[src/rtl/cpu_ctrl_fsm_pkg.sv]
// Shared definitions for the RV32I control sequencer: state codes, opcodes,
// immediate-type, PC-source and write-back select codes, and the decode record.
package cpu_ctrl_fsm_pkg;

  localparam logic [2:0] ST_FETCH  = 3'd0;
  localparam logic [2:0] ST_DECODE = 3'd1;
  localparam logic [2:0] ST_EXEC   = 3'd2;
  localparam logic [2:0] ST_MEM    = 3'd3;
  localparam logic [2:0] ST_WB     = 3'd4;
  localparam logic [2:0] ST_TRAP   = 3'd5;

  localparam logic [6:0] OPC_LUI    = 7'b0110111;
  localparam logic [6:0] OPC_AUIPC  = 7'b0010111;
  localparam logic [6:0] OPC_JAL    = 7'b1101111;
  localparam logic [6:0] OPC_JALR   = 7'b1100111;
  localparam logic [6:0] OPC_BRANCH = 7'b1100011;
  localparam logic [6:0] OPC_LOAD   = 7'b0000011;
  localparam logic [6:0] OPC_STORE  = 7'b0100011;
  localparam logic [6:0] OPC_OP_IMM = 7'b0010011;
  localparam logic [6:0] OPC_OP     = 7'b0110011;

  // Table order defines the bit positions of the decoder's match vector.
  localparam int OPC_NUM = 9;
  localparam int IX_LUI    = 0;
  localparam int IX_AUIPC  = 1;
  localparam int IX_JAL    = 2;
  localparam int IX_JALR   = 3;
  localparam int IX_BRANCH = 4;
  localparam int IX_LOAD   = 5;
  localparam int IX_STORE  = 6;
  localparam int IX_OP_IMM = 7;
  localparam int IX_OP     = 8;
  localparam logic [6:0] OPC_TABLE [OPC_NUM] = '{
    OPC_LUI, OPC_AUIPC, OPC_JAL, OPC_JALR, OPC_BRANCH,
    OPC_LOAD, OPC_STORE, OPC_OP_IMM, OPC_OP
  };

  localparam logic [2:0] IMM_I    = 3'b000;
  localparam logic [2:0] IMM_B    = 3'b001;
  localparam logic [2:0] IMM_S    = 3'b010;
  localparam logic [2:0] IMM_U    = 3'b011;
  localparam logic [2:0] IMM_J    = 3'b100;
  localparam logic [2:0] IMM_NONE = 3'b111;

  localparam logic [1:0] PC_SRC_PC4 = 2'b00;
  localparam logic [1:0] PC_SRC_IMM = 2'b01;
  localparam logic [1:0] PC_SRC_ALU = 2'b10;

  localparam logic [1:0] WB_ALU = 2'b00;
  localparam logic [1:0] WB_MEM = 2'b01;
  localparam logic [1:0] WB_PC4 = 2'b10;
  localparam logic [1:0] WB_IMM = 2'b11;

  localparam logic [31:0] NOP_INSTR = 32'h0000_0013;

  typedef enum logic [2:0] {
    CLS_ALU    = 3'd0,
    CLS_BRANCH = 3'd1,
    CLS_LOAD   = 3'd2,
    CLS_STORE  = 3'd3,
    CLS_JAL    = 3'd4,
    CLS_JALR   = 3'd5,
    CLS_NONE   = 3'd6
  } instr_class_t;

  typedef struct packed {
    instr_class_t cls;
    logic [2:0]   imm_type;
    logic         alu_src_a;
    logic         alu_src_b;
    logic [1:0]   wb_sel;
    logic         legal;
  } dec_t;

endpackage

[src/rtl/cpu_ctrl_fsm_opc_decode.sv]
// Combinational opcode decoder: maps a 7-bit RV32I opcode to its class,
// immediate format, ALU operand selects and write-back source.
module cpu_ctrl_fsm_opc_decode
  import cpu_ctrl_fsm_pkg::*;
(
  input  logic [6:0] opcode,
  output dec_t       dec
);

  logic [OPC_NUM-1:0] hit;

  for (genvar gi = 0; gi < OPC_NUM; gi++) begin : g_match
    assign hit[gi] = (opcode == OPC_TABLE[gi]);
  end

  always_comb begin
    dec.cls       = CLS_NONE;
    dec.imm_type  = IMM_NONE;
    dec.alu_src_a = 1'b0;
    dec.alu_src_b = 1'b0;
    dec.wb_sel    = WB_ALU;
    dec.legal     = |hit;
    case (1'b1)
      hit[IX_LUI]: begin
        dec.cls       = CLS_ALU;
        dec.imm_type  = IMM_U;
        dec.alu_src_b = 1'b1;
        dec.wb_sel    = WB_IMM;
      end
      hit[IX_AUIPC]: begin
        dec.cls       = CLS_ALU;
        dec.imm_type  = IMM_U;
        dec.alu_src_a = 1'b1;
        dec.alu_src_b = 1'b1;
      end
      hit[IX_JAL]: begin
        dec.cls       = CLS_JAL;
        dec.imm_type  = IMM_J;
        dec.alu_src_a = 1'b1;
        dec.alu_src_b = 1'b1;
        dec.wb_sel    = WB_PC4;
      end
      hit[IX_JALR]: begin
        dec.cls       = CLS_JALR;
        dec.imm_type  = IMM_I;
        dec.alu_src_b = 1'b1;
        dec.wb_sel    = WB_PC4;
      end
      hit[IX_BRANCH]: begin
        // ALU compares rs1 with rs2; the target uses the PC+imm path.
        dec.cls      = CLS_BRANCH;
        dec.imm_type = IMM_B;
      end
      hit[IX_LOAD]: begin
        dec.cls       = CLS_LOAD;
        dec.imm_type  = IMM_I;
        dec.alu_src_b = 1'b1;
        dec.wb_sel    = WB_MEM;
      end
      hit[IX_STORE]: begin
        dec.cls       = CLS_STORE;
        dec.imm_type  = IMM_S;
        dec.alu_src_b = 1'b1;
      end
      hit[IX_OP_IMM]: begin
        dec.cls       = CLS_ALU;
        dec.imm_type  = IMM_I;
        dec.alu_src_b = 1'b1;
      end
      hit[IX_OP]: begin
        dec.cls = CLS_ALU;
      end
      default: ;
    endcase
  end

endmodule

[src/rtl/cpu_ctrl_fsm.sv]
// Multi-cycle RV32I control sequencer (FETCH->DECODE->EXEC->MEM->WB) for a single-ALU datapath.
// Define CPU_ILLEGAL_TRAP_EN to trap undefined opcodes (TRAP state + illegal_instr); otherwise they retire as NOPs.
module cpu_ctrl_fsm
  import cpu_ctrl_fsm_pkg::*;
#(
  parameter int          XLEN   = 32,  // fixed at 32
  parameter int unsigned MEM_TO = 15   // 0 disables the MEM timeout flag
) (
  input  logic            clk,
  input  logic            rst,
  input  logic            instr_valid,
  input  logic [XLEN-1:0] instr,
  output logic            instr_ready,
  input  logic            br_taken,
  input  logic            mem_ready,
  output logic [XLEN-1:0] ir,
  output logic [2:0]      imm_type,
  output logic            alu_src_a,
  output logic            alu_src_b,
  output logic            pc_write,
  output logic [1:0]      pc_src,
  output logic            mem_req,
  output logic            mem_we,
  output logic            reg_write,
  output logic [1:0]      wb_sel,
  output logic            mem_timeout,
`ifdef CPU_ILLEGAL_TRAP_EN
  output logic            illegal_instr,
`endif
  output logic [2:0]      state
);

  localparam int CNT_W = $clog2(MEM_TO + 2);
  localparam logic [CNT_W-1:0] TO_LIMIT = CNT_W'(MEM_TO);

  logic [2:0]      state_reg, state_next;
  logic [XLEN-1:0] ir_reg;
  dec_t            dec_reg, dec_in;
  logic [CNT_W-1:0] wait_cnt_reg, wait_cnt_next;
  logic            timeout_reg, timeout_set;
  logic            fetch_xfer;

  // Decoding the incoming word at the transfer edge gives the same result as
  // decoding ir, but makes the fields valid from the first DECODE cycle.
  cpu_ctrl_fsm_opc_decode u_decode (
    .opcode (instr[6:0]),
    .dec    (dec_in)
  );

  assign fetch_xfer = (state_reg == ST_FETCH) && instr_valid;

  always_comb begin
    state_next = state_reg;
    case (state_reg)
      ST_FETCH:  if (instr_valid) state_next = ST_DECODE;
`ifdef CPU_ILLEGAL_TRAP_EN
      ST_DECODE: state_next = dec_reg.legal ? ST_EXEC : ST_TRAP;
`else
      ST_DECODE: state_next = ST_EXEC;
`endif
      ST_EXEC: begin
        if (!dec_reg.legal || dec_reg.cls == CLS_BRANCH)
          state_next = ST_FETCH;
        else if (dec_reg.cls == CLS_LOAD || dec_reg.cls == CLS_STORE)
          state_next = ST_MEM;
        else
          state_next = ST_WB;
      end
      ST_MEM: begin
        if (mem_ready)
          state_next = (dec_reg.cls == CLS_LOAD) ? ST_WB : ST_FETCH;
      end
      ST_WB:   state_next = ST_FETCH;
      ST_TRAP: state_next = ST_TRAP;
      default: state_next = ST_FETCH;
    endcase
  end

  // Counts consecutive un-acknowledged MEM cycles, saturating at the limit.
  always_comb begin
    wait_cnt_next = '0;
    timeout_set   = 1'b0;
    if (state_reg == ST_MEM && !mem_ready && TO_LIMIT != '0) begin
      wait_cnt_next = (wait_cnt_reg == TO_LIMIT) ? wait_cnt_reg : wait_cnt_reg + 1'b1;
      timeout_set   = (wait_cnt_next == TO_LIMIT);
    end
  end

  always_ff @(posedge clk) begin
    if (rst) begin
      state_reg    <= ST_FETCH;
      ir_reg       <= NOP_INSTR;
      dec_reg      <= '0;
      wait_cnt_reg <= '0;
      timeout_reg  <= 1'b0;
    end else begin
      state_reg    <= state_next;
      wait_cnt_reg <= wait_cnt_next;
      if (fetch_xfer) begin
        ir_reg  <= instr;
        dec_reg <= dec_in;
      end
      if (timeout_set)
        timeout_reg <= 1'b1;
    end
  end

  always_comb begin
    instr_ready = (state_reg == ST_FETCH);
    mem_req     = (state_reg == ST_MEM);
    mem_we      = mem_req && (dec_reg.cls == CLS_STORE);
    pc_write    = 1'b0;
    pc_src      = PC_SRC_PC4;
    reg_write   = 1'b0;
    case (state_reg)
      ST_EXEC: begin
        if (!dec_reg.legal || dec_reg.cls == CLS_BRANCH) begin
          pc_write = 1'b1;
          if (dec_reg.cls == CLS_BRANCH && br_taken)
            pc_src = PC_SRC_IMM;
        end
      end
      ST_MEM: begin
        if (mem_ready && dec_reg.cls == CLS_STORE)
          pc_write = 1'b1;
      end
      ST_WB: begin
        pc_write  = 1'b1;
        reg_write = (ir_reg[11:7] != 5'd0);
        if (dec_reg.cls == CLS_JAL)
          pc_src = PC_SRC_IMM;
        else if (dec_reg.cls == CLS_JALR)
          pc_src = PC_SRC_ALU;
      end
      default: ;
    endcase
    // An instruction interrupted by reset must not commit any architectural state.
    if (rst) begin
      pc_write  = 1'b0;
      reg_write = 1'b0;
    end
  end

  assign ir          = ir_reg;
  assign imm_type    = dec_reg.imm_type;
  assign alu_src_a   = dec_reg.alu_src_a;
  assign alu_src_b   = dec_reg.alu_src_b;
  assign wb_sel      = dec_reg.wb_sel;
  assign mem_timeout = timeout_reg;
  assign state       = state_reg;

`ifdef CPU_ILLEGAL_TRAP_EN
  assign illegal_instr = (state_reg == ST_TRAP);
`endif

endmodule

[config.mk]
export PLATFORM = sky130hd
export DESIGN_NAME = cpu_ctrl_fsm
export DESIGN_NICKNAME = d
export VERILOG_FILES = /design/src/rtl/cpu_ctrl_fsm_pkg.sv /design/src/rtl/cpu_ctrl_fsm_opc_decode.sv /design/src/rtl/cpu_ctrl_fsm.sv
export SDC_FILE = /design/constraint.sdc
export NUM_CORES = 1
export LEC_CHECK = 0
export CORE_MARGIN = 3
export CORE_UTILIZATION = 41
export CTS_BUF_LIST = sky130_fd_sc_hd__clkbuf_8 sky130_fd_sc_hd__clkbuf_16
export CTS_CLUSTER_SIZE = 8
export DETAILED_ROUTE_END_ITERATION = 12
export PLACE_DENSITY = 0.73
export SLEW_MARGIN = 20
export SYNTH_ARGS = -nofsm -noshare
export SYNTH_HDL_FRONTEND = slang
export SYNTH_SLANG_ARGS = --single-unit
[constraint.sdc]
create_clock -name clk -period 3.55 [get_ports clk]
set_input_delay 1.065 -clock clk [delete_from_list [all_inputs] [get_ports clk]]
set_output_delay 1.065 -clock clk [all_outputs]
set_load 0.01 [all_outputs]
## Word-level counts from Yosys, hierarchy flattened

Cells that the tools add are included.
W data, S select, Z words.

- Bits in registers: 52
- Latch bits: 0
- Memory bits (writable): 0
- Bits in read-only memories: 0
- Input port bits: 37
- Output and inout port bits: 50
- Word-level logic and storage cells: 102
- Memories kept: 0

- Add/sub/neg operators: 1
- $mul: 0
- Divide/modulo/power cells: 0
- $lt $le $gt $ge: 0
- Eq/ne operators: 23
- Shift operators: 0
- Muxes and demuxes: 53
- Bitwise operators: 1
- Reduce and logical (&&, ||, !) cells: 14

Operators with widths:

| kind | number |
|---|---|
| $mux W3 | 22 |
| $eq A7 B6 Y1 const B | 3 |
| $eq A7 B7 Y1 const B | 3 |
| $mux W1 | 21 |
| $pmux W3 S5 | 1 |
| $eq A7 B5 Y1 const B | 2 |
| $eq A3 B2 Y1 const B | 4 |
| $eq A3 B3 Y1 const B | 4 |
| $mux W2 | 6 |
| $eq A5 B4 Y1 const B | 2 |
| $reduce_or A9 Y1 | 1 |
| $eq A7 B2 Y1 const B | 1 |
| $eq A3 B1 Y1 const B | 2 |
| $add A5 B1 Y5 const B | 1 |
| $logic_and A1 B1 Y1 | 5 |
| $mux W5 | 1 |
| $reduce_bool A5 Y1 | 1 |
| $ne A2 B2 Y1 const B | 2 |
| $pmux W2 S2 | 1 |
| $logic_not A3 Y1 | 1 |
| $pmux W1 S3 | 1 |
| $logic_not A1 Y1 | 2 |
| $logic_or A1 B1 Y1 | 2 |
| $reduce_and A2 Y1 | 1 |
| 2 further kinds | 2 |

## Longest topological paths before layout

Gate-level depths: netlist of run 1.

- Word-level depth: 10
- Mapped depth: 7
- Mapped depth without buffers: 5

## By module

From an unflattened synthesis of run 1, not the netlist that was laid out.

- Cell total of the unflattened synthesis: 309
- Area, all modules: 2421.1 um2

Modules (own cells, without submodules):

| module | instances | cells an instance | area an instance (um2) | seq. area each (um2) |
|---|---|---|---|---|
| cpu_ctrl_fsm | 1 | 270 | 2144.6 | 1041.0 |
| cpu_ctrl_fsm_opc_decode | 1 | 39 | 276.5 | 0.0 |

## Worst setup path after synthesis of run 1

No wires, ideal clock.

- Path type: input port to output port
- Start: in rst
- End: out reg_write
- Arrival time: 1.909 ns
- Required time: 2.485 ns
- Setup slack: 0.576 ns
- Stages: 2
- Buffers on the path: 0
- Cells stage by stage: or4b_2 > a21oi_1

- Word-level cells in the longest chain between the ends: 1

Ends and longest elaborated chain:

| what | RTL line | source |
|---|---|---|
| start: declaration | cpu_ctrl_fsm.sv:10 | `input logic rst,` |
| $mux W1 | cpu_ctrl_fsm.sv:138 | `if (rst) begin` |
| end: declaration | cpu_ctrl_fsm.sv:24 | `output logic reg_write,` |

Every way passes these cells.

## Worst setup path after layout of run 1

- Start: in mem_ready
- End: out pc_write

- Word-level cells in the longest chain between the ends: 4

Ends and longest elaborated chain:

| what | RTL line | source |
|---|---|---|
| start: declaration | cpu_ctrl_fsm.sv:15 | `input logic mem_ready,` |
| $logic_and A1 B1 Y1 | cpu_ctrl_fsm.sv:124 | `if (mem_ready && dec_reg.cls == CLS_STORE)` |
| $mux W1 | cpu_ctrl_fsm.sv:124 |  |
| $pmux W1 S3 | cpu_ctrl_fsm.sv:115 | `case (state_reg)` |
| $mux W1 | cpu_ctrl_fsm.sv:138 |  |
| end: declaration | cpu_ctrl_fsm.sv:20 | `output logic pc_write,` |

Every way passes these cells.

==> results.cfg, run 1 <==
[synth]
yosys_warnings = 0
synth.avg_cell_area_sq_um = 7.96
synth.distinct_cells = 45
synth.most_common_cell = nand2_1
netlist_area_sq_um = 2330
synth_edf_count = 0
async_flop_share = 0
netlist_instances = 293
synthTopCellsByCount = 68 x nand2_1, 52 x dfxtp_1, 42 x a21oi_1, 20 x nor2_1, 15 x clkbuf_1
yosysSeqAreaShare = 0.446
netlist.area_leader.share = 0.446
synth_area_leaders = dfxtp_1 45%, nand2_1 11%, a21oi_1 9.0%
ys_seq_elements = 52
synth.net_count = 331
yosys.area.top_type = dfxtp_1
synth_flop_cell = dfxtp_1

[clock_tree]
ctsResizeCount = 2
clk_pin_slew_worst_paths_ns = 0.09
htreeDepth = 2
cts_hold_buf = 0
postCtsSetupBuffers = 0
clockBufferDepth = 2
clkLatencyLatePin_ns = 0.30
clkSinkCount = 52
root_buffer = clkbuf_8
cts_made_buffers = 5
cts_tree = done

[place]
placed_cells = 428
dp_hpwl_mm = 4.03
dpl_cell_area_sq_um = 3170
numPortBuffers = 86
place_ws_ns = -0.184
gp_congestion = 0.865

[floorplanning]
die_x_um = 81.4
core_sq_um = 5300
rows = 26
ios = 87
die_area_sq_um = 6630
die_h_um = 81.4
start_util = 0.440

[critical_path]
worst_setup_path_end_kind = primary output
critPathLaunchType = primary input
worst-setup-path-type = primary input to primary output
worstPathArrival_ns = 2.36
critPathMaxFanout = 2
reg2regPathDepth = 5
cp.required_ns = 2.48
ff2ff_setup_slack_ns = 1.63

[cells_and_area]
final_area_sq_um = 3300
final_util = 0.622
nets = 403
syn_to_final_growth_pct = 41.3
stdcell_count = 436
num_antenna_cells = 0
drive_gt1_frac = 0.0601
n_fill_cell = 484
largest_reg_flops = 32

[timing]
timing.clock.skew_ns = 0.00657
period_minus_slack_ns = 3.43
fmax_mhz = 292
setup_viol = 0
finalMaxSlewViolations = 0
hold_viol = 0
post-route-period-util = 0.966
tightest_slew_ns = 0.707
rsz0062_at_grt = false
setup_ws_ns = 0.121
slew_headroom = 0.524
fin_tns_setup_ns = 0

[run]
drv_cap = 0

[hold_path]
min_path_type = flip-flop to flip-flop
min_path_cells = 2

[detailed_routing]
avgRoutedWirePerCell_um = 13.5
drt_first_pass_iters = 4
wl_met2_mm = 2.82
met1_length_mm = 2.58
wl_met3_um = 426
drt-total-wl_mm = 5.87
vias = 2220
drc = 0
ant_nets = 0
routed.top_layer = met4
drt_iter0_markers = 109
routed_via_density = 5.09

[global_routing]
grtUsageTotal = 0.183
grt_overflow = 0
antenna_found_initial = 0
grt_pass1_vias = 2030
grt_pass1_wl_mm = 9.63
grt_max_degree = 49

[pwr]
power_leakage_nw = 1.20
ir_worst_vdd_mv = 0.215
cellPowerDensity_nw_per_um2 = 404

[outcome]
outcome = completed
[routing by layer]
layer | vias to the layer above | track usage
li1 | 1139 | -
met1 | 1015 | 0.238
met2 | 62 | 0.295
met3 | 4 | 0.0581
met4 | 0 | 0.0456
met5 | - | 0
[where the power goes]
part | internal, mW | leakage, nW | switching (mW) | total, mW
Sequential | 0.619 | 0.427 | 0.0243 | 0.643
Clock | 0.249 | 0.0645 | 0.191 | 0.440
Combinational | 0.132 | 0.710 | 0.118 | 0.250
[area by class of cell]
| cell class | count | area, sq um | area share |
|---|---|---|---|
| Multi-Input combinational cell | 207 | 1120 | 0.339 |
| Sequential cell | 52 | 1040 | 0.316 |
| Timing Repair Buffer | 92 | 898 | 0.272 |
| Clock buffer | 7 | 96.3 | 0.0292 |
| Tap cell | 70 | 87.6 | 0.0266 |
| Clock inverter | 1 | 30.0 | 0.00910 |
| Inverter | 7 | 26.3 | 0.00797 |
[placed cells by master, fill, tap and decap left out, types with 6 or more instances in the layout]
cell             synthesis  layout
dfxtp_1                 52      52
a21oi_1                 42      42
nand3_1                  6       6
inv_1                    7       7
buf_4                    6       6
nand2_1                 68      68
nor3_1                  10      10
nor2_1                  20      20
clkdlybuf4s50_1          0      83
clkbuf_8                 0       7
o21ai_0                  6       6
[critical path, cell delays in order]
cell and delay (ns):
clkdlybuf4s50_1 0.48, nand3_1 0.07, o21ai_0 0.08, a21oi_1 0.08
o41ai_1 0.27, dlygate4sd2_1 0.32
[path summary, 6_finish.rpt]
kind,startpoint,to
setup reg to reg,state[2],wb_sel[0]
hold / removal,wait_cnt_reg[4],wait_cnt_reg[4]
hold reg to reg,wait_cnt_reg[4],wait_cnt_reg[4]
setup / recovery,mem_ready,pc_write
[stage by stage]
| step | total power [mW] | hold WS [ns] |
|---|---|---|
| 2_1_floorplan | 0.787 | 0.418 |
| 3_3_place_gp | 0.906 | 0.437 |
| 3_5_place_dp | 0.910 | 0.437 |
| 4_1_cts | 1.35 | 0.454 |
| 5_1_grt | 1.40 | 0.467 |
| 6_report | 1.33 | 0.454 |
[cells by family (layout without fill, tap and decap cells)]
| group | after synthesis | in the layout | share of synthesized area |
|---|---|---|---|
| XOR/XNOR | 3 | 3 | 0.0113 |
| adder cells (fa/ha/maj) | 1 | 1 | 0.00536 |
| AND/OR/NAND/NOR | 130 | 130 | 0.260 |
| AO/OA/AOI/OAI | 73 | 73 | 0.199 |
| flip-flops | 52 | 52 | 0.446 |
| buffers and inverters | 34 | 107 | 0.0783 |
Note: power is estimated with default switching activity, not from simulation.
==> run 2, diff against run 1 <==
--- a/config.mk
+++ b/config.mk
@@ -10,8 +10,10 @@
 export CTS_BUF_LIST = sky130_fd_sc_hd__clkbuf_8 sky130_fd_sc_hd__clkbuf_16
 export CTS_CLUSTER_SIZE = 8
 export DETAILED_ROUTE_END_ITERATION = 12
-export PLACE_DENSITY = 0.73
+export PLACE_DENSITY = 0.72
+export RECOVER_POWER = 100
 export SLEW_MARGIN = 20
 export SYNTH_ARGS = -nofsm -noshare
 export SYNTH_HDL_FRONTEND = slang
+export SYNTH_HIERARCHICAL = 1
 export SYNTH_SLANG_ARGS = --single-unit
==> constraint.sdc (replaced) <==
create_clock -name clk -period 3.7 [get_ports clk]
set_input_delay 1.11 -clock clk [delete_from_list [all_inputs] [get_ports clk]]
set_output_delay 1.11 -clock clk [all_outputs]
set_load 0.01 [all_outputs]
==> results.cfg, run 2 <==
[detailed_routing]
drc = 0
drt_first_pass_iters = 4
met1_length_mm = 2.72
drt-total-wl_mm = 5.88
drt_iter0_markers = 150
wl_met2_mm = 2.75
avgRoutedWirePerCell_um = 12.9
routed.top_layer = met4
wl_met3_um = 348
vias = 2284
routed_via_density = 5.01
ant_nets = 0

[synth]
netlist_instances = 309
netlist_area_sq_um = 2420
synthTopCellsByCount = 98 x nand2_1, 52 x dfxtp_1, 44 x a21oi_1, 15 x nor2_1
synth_area_leaders = dfxtp_1 43%, nand2_1 15%, a21oi_1 9.1%
synth.most_common_cell = nand2_1
async_flop_share = 0
synthSimpleGateAreaFrac = 0.309
synth.net_count = 347
synth_compound_area_frac = 0.163
netlist.area_leader.share = 0.430
yosys_warnings = 6
synth_top_family_by_area = simple AND/OR/NAND/NOR gates
synth.avg_cell_area_sq_um = 7.84
synth.area.mux_share = 0.0124
synth.distinct_cells = 47
yosysSeqAreaShare = 0.430
synth_flop_cell = dfxtp_1
synth_xor_area_frac = 0.00362
synth_edf_count = 0
ys_seq_elements = 52
synth_fa_ha_area_frac = 0.00517
yosys.area.top_type = dfxtp_1

[clock_tree]
postCtsSetupBuffers = 0
clk_pin_slew_worst_paths_ns = 0.08
root_buffer = clkbuf_8
cts_tree = done
clkSinkCount = 52
cts_made_buffers = 5
clkLatencyLatePin_ns = 0.30
clockBufferDepth = 2
ctsResizeCount = 0
htreeDepth = 2
cts_hold_buf = 0

[place]
dpl_cell_area_sq_um = 3230
dp_hpwl_mm = 4.20
placed_cells = 448
numPortBuffers = 86
gp_congestion = 0.799

[floorplanning]
ios = 87
core_sq_um = 5610
die_x_um = 82.8
die_area_sq_um = 6860
start_util = 0.432
die_h_um = 82.8
rows = 27

[cells_and_area]
nets = 421
final_cell_mix = 98 x nand2_1, 52 x dfxtp_1, 51 x dlygate4sd3_1
final_util = 0.588
num_antenna_cells = 0
final_common_cell = nand2_1
syn_to_final_growth_pct = 36.2
n_fill_cell = 561
final_area_sq_um = 3300
largest_reg_flops = 32
drive_gt1_frac = 0.0443
stdcell_count = 456

[critical_path]
critPathLaunchType = primary input
cp.buffers_inverters = 2
cp_slowest_stage_delay_ns = 0.62
reg2regPathDepth = 4
slowest_stage = dlygate4sd3_1
ff2ff_setup_slack_ns = 1.77
worstPathCellList = clkdlybuf4s50_1 -> a22oi_1 -> a21oi_1 -> dlygate4sd3_1
r2r_end = ir[8]
reg2reg_from = state[0]
worstPathArrival_ns = 2.44
crit_family = buffers and inverters
worst-setup-path-type = primary input to primary output
cp.required_ns = 2.59
worst_setup_path_end_kind = primary output
critPathMaxFanout = 2

[global_routing]
grtUsageTotal = 0.170
grt_pass1_vias = 2056
antenna_found_initial = 0
grt_pass1_wl_mm = 9.77
grt_max_degree = 44
grt_overflow = 0

[run]
drv_cap = 1

[timing]
hold_viol = 0
finalMaxSlewViolations = 38
slew_headroom = -0.0840
fmax_mhz = 281
fin_tns_setup_ns = 0
setup_viol = 0
rsz0062_at_grt = false
post-route-period-util = 0.960
period_minus_slack_ns = 3.55
timing.clock.skew_ns = 0.00891
tightest_slew_ns = 1.63

[pwr]
power_leakage_nw = 1.32
cellPowerDensity_nw_per_um2 = 347
ir_worst_vdd_mv = 0.255
finalPower_mw = 1.14

[outcome]
outcome = finished with violations
violations = max-capacitance violations, max-slew violations

[hold_path]
min_path_cells = 2
min_path_type = flip-flop to flip-flop
hp-start = ir[27]
hold_end = ir[27]
[run 2: changes by cell type in the layout (fill, tap and decap cells not counted), moves of 4 or more]
cell / delta
buf_4: -4
clkdlybuf4s50_1: -49
dlygate4sd3_1: +51
nand2_1: +30
nand2b_1: +4
nor2_1: -5
[run 2: tightest hold or removal path, cell delays in order (launching register included)]
cell	delay (ns)
dfxtp_1	0.31
nand2_1	0.05
a21oi_1	0.05
[run 2: cells by family (layout without fill, tap and decap cells)]
group	count (synthesis)	count (layout)
buffers and inverters	28	103
and+or+nand+nor	157	157
xor gates and xnor gates	1	1
AOI/OAI and AO/OA	67	67
adders and majority gates	1	1
muxes	3	3
DFF	52	52
[run 2: layout make-up]
| cell class | count | area [sq um] | area share |
|---|---|---|---|
| clock buffers | 6 | 82.6 | 0.0250 |
| clock inverters | 2 | 7.51 | 0.00228 |
| inverters | 4 | 15.0 | 0.00455 |
| multi-input cells | 229 | 1180 | 0.357 |
| flip-flops and latches | 52 | 1040 | 0.316 |
| well taps | 72 | 90.1 | 0.0273 |
| repair buffers | 91 | 882 | 0.268 |
[run 2: stage by stage]
stage | hold slack (ns) | setup WS [ns]
floorplan | 0.437 | 0.997
global route | 0.471 | 0.0691
finish | 0.453 | 0.147
global placement | 0.441 | 0.233
detailed placement | 0.447 | 0.214
CTS | 0.459 | 0.209
[run 2: worst max-delay path by stage]
stage | startpoint | depth (start not counted) | endpoint
after floorplan | rst | 2 | reg_write
after global placement | mem_ready | 4 | pc_write
after detailed placement | mem_ready | 4 | pc_write
after CTS | mem_ready | 4 | pc_write
after global routing | mem_ready | 4 | pc_write
final | mem_ready | 4 | pc_write
[run 2: layer usage]
metal,vias to the layer above,GRT usage
met4,0,0.0416
met2,55,0.281
li1,1174,-
met5,-,0
met1,1050,0.215
met3,5,0.0516
[run 2: power by group]
| group | total (mW) | switching, mW | internal, mW |
|---|---|---|---|
| sequential | 0.609 | 0.0200 | 0.589 |
| clock | 0.325 | 0.177 | 0.148 |
| combinational | 0.211 | 0.105 | 0.106 |
==> run 3, diff against run 2 <==
--- a/config.mk
+++ b/config.mk
@@ -5,11 +5,12 @@
 export SDC_FILE = /design/constraint.sdc
 export NUM_CORES = 1
 export LEC_CHECK = 0
-export CORE_MARGIN = 3
+export CORE_MARGIN = 4
 export CORE_UTILIZATION = 41
 export CTS_BUF_LIST = sky130_fd_sc_hd__clkbuf_8 sky130_fd_sc_hd__clkbuf_16
 export CTS_CLUSTER_SIZE = 8
 export DETAILED_ROUTE_END_ITERATION = 12
+export HOLD_SLACK_MARGIN = 0.05
 export PLACE_DENSITY = 0.72
 export RECOVER_POWER = 100
 export SLEW_MARGIN = 20
==> results.cfg, run 3 (same netlist as run 2, synthesis figures left out) <==
[clock_tree]
cts_tree = done
cts_hold_buf = 0
clkLatencyLatePin_ns = 0.30
ctsResizeCount = 0
postCtsSetupBuffers = 0
clk_pin_slew_worst_paths_ns = 0.09
root_buffer = clkbuf_8
clkSinkCount = 52
clockBufferDepth = 2
cts_made_buffers = 5
htreeDepth = 2

[critical_path]
critPathMaxFanout = 2
worstPathArrival_ns = 2.45
critPathLaunchType = primary input
worst_setup_path_end_kind = primary output
cp.required_ns = 2.59
worst-setup-path-type = primary input to primary output

[global_routing]
use_met3 = 0.0515
met2_usage = 0.292
grt_overflow = 0
grt.busiest_layer = met2
globalRouteMet1Util = 0.219
grt_pass1_vias = 2251
antenna_found_initial = 0
grt_max_degree = 28
grt_pass1_wl_mm = 10.5
grtUsageTotal = 0.176

[timing]
post-route-period-util = 0.963
fmax_mhz = 281
timing.clock.skew_ns = 0.00573
finalMaxSlewViolations = 0
period_minus_slack_ns = 3.56
fin_tns_setup_ns = 0
setup_viol = 0
rsz0062_at_grt = false
tightest_slew_ns = 1.04
hold_viol = 0
slew_headroom = 0.309

[cells_and_area]
syn_to_final_growth_pct = 37.2
num_antenna_cells = 0
drive_gt1_frac = 0.0568
final_cell_mix = 98 x nand2_1, 52 x dfxtp_1, 51 x dlygate4sd3_1
n_fill_cell = 560
nets = 424
largest_reg_flops = 32
final_util = 0.592
stdcell_count = 459
final_common_cell = nand2_1

[run]
drv_cap = 0

[detailed_routing]
drt_iter0_markers = 163
drc = 0
routed_via_density = 5.05
ant_nets = 0
vias = 2317
avgRoutedWirePerCell_um = 13.7
drt_first_pass_iters = 4
drt-total-wl_mm = 6.30

[floorplanning]
die_area_sq_um = 7200
core_sq_um = 5610
die_x_um = 84.8
die_h_um = 84.8
ios = 87
start_util = 0.432
rows = 27

[place]
dp_hpwl_mm = 4.51
gp_congestion = 0.873
numPortBuffers = 86
placed_cells = 451

[outcome]
outcome = completed

[pwr]
power_leakage_nw = 1.33
cellPowerDensity_nw_per_um2 = 349
ir_worst_vdd_mv = 0.206

[hold_path]
min_path_type = flip-flop to flip-flop
==> run 3: changes by cell type in the layout (fill, tap and decap cells not counted) <==
cell      delta
clkinv_2     +2
inv_1        -2
buf_2        +1
buf_4        +3
clkbuf_2     -1
==> run 3: path summary, 6_finish.rpt <==
| kind | from | end | slack [ns] | depth (start not counted) |
|---|---|---|---|---|
| setup / recovery | mem_ready | pc_write | 0.14 | 4 |
| hold / removal | ir[2] | ir[2] | 0.45 | 2 |
| setup reg to reg | state[0] | ir[9] | 1.61 | 5 |
| hold reg to reg | ir[2] | ir[2] | 0.45 | 2 |
==> run 3: metrics by stage <==
stage / hold slack (ns) / worst slack [ns] / power, mW / cell area (sq um)
after floorplan: 0.437 / 0.997 / 0.740 / 2420
after global placement: 0.441 / 0.229 / 0.852 / 3260
after detailed placement: 0.446 / 0.225 / 0.855 / 3260
after CTS: 0.458 / 0.212 / 1.19 / 3350
after global routing: 0.468 / 0.0731 / 1.22 / 3320
final: 0.454 / 0.138 / 1.16 / 3320
==> run 3: where the power goes <==
group / internal, mW / total [mW] / switching [mW]
combinational: 0.108 / 0.219 / 0.111
clock: 0.150 / 0.334 / 0.184
sequential: 0.589 / 0.607 / 0.0176
==> run 3: layout make-up <==
class / instances / area (sq um) / area share
clock buffers: 6 / 82.6 / 0.0249
clock inverters: 2 / 10.0 / 0.00301
repair buffers: 94 / 905 / 0.272
flip-flops and latches: 52 / 1040 / 0.313
multi-input cells: 229 / 1180 / 0.355
well taps: 72 / 90.1 / 0.0271
inverters: 4 / 15.0 / 0.00452
==> run 3: layer usage <==
| metal | share of wire | up-vias |
|---|---|---|
| li1 | - | 1183 |
| met1 | 0.45 | 1070 |
| met5 | 0 | - |
| met3 | 0.063 | 4 |
| met2 | 0.48 | 60 |
| met4 | 0.0086 | 0 |
==> run 3: worst max-delay path, cell delays in order <==
cell and delay [ns]:
dlygate4sd3_1 0.56, a22oi_1 0.09, a21oi_1 0.15, clkdlybuf4s50_1 0.55
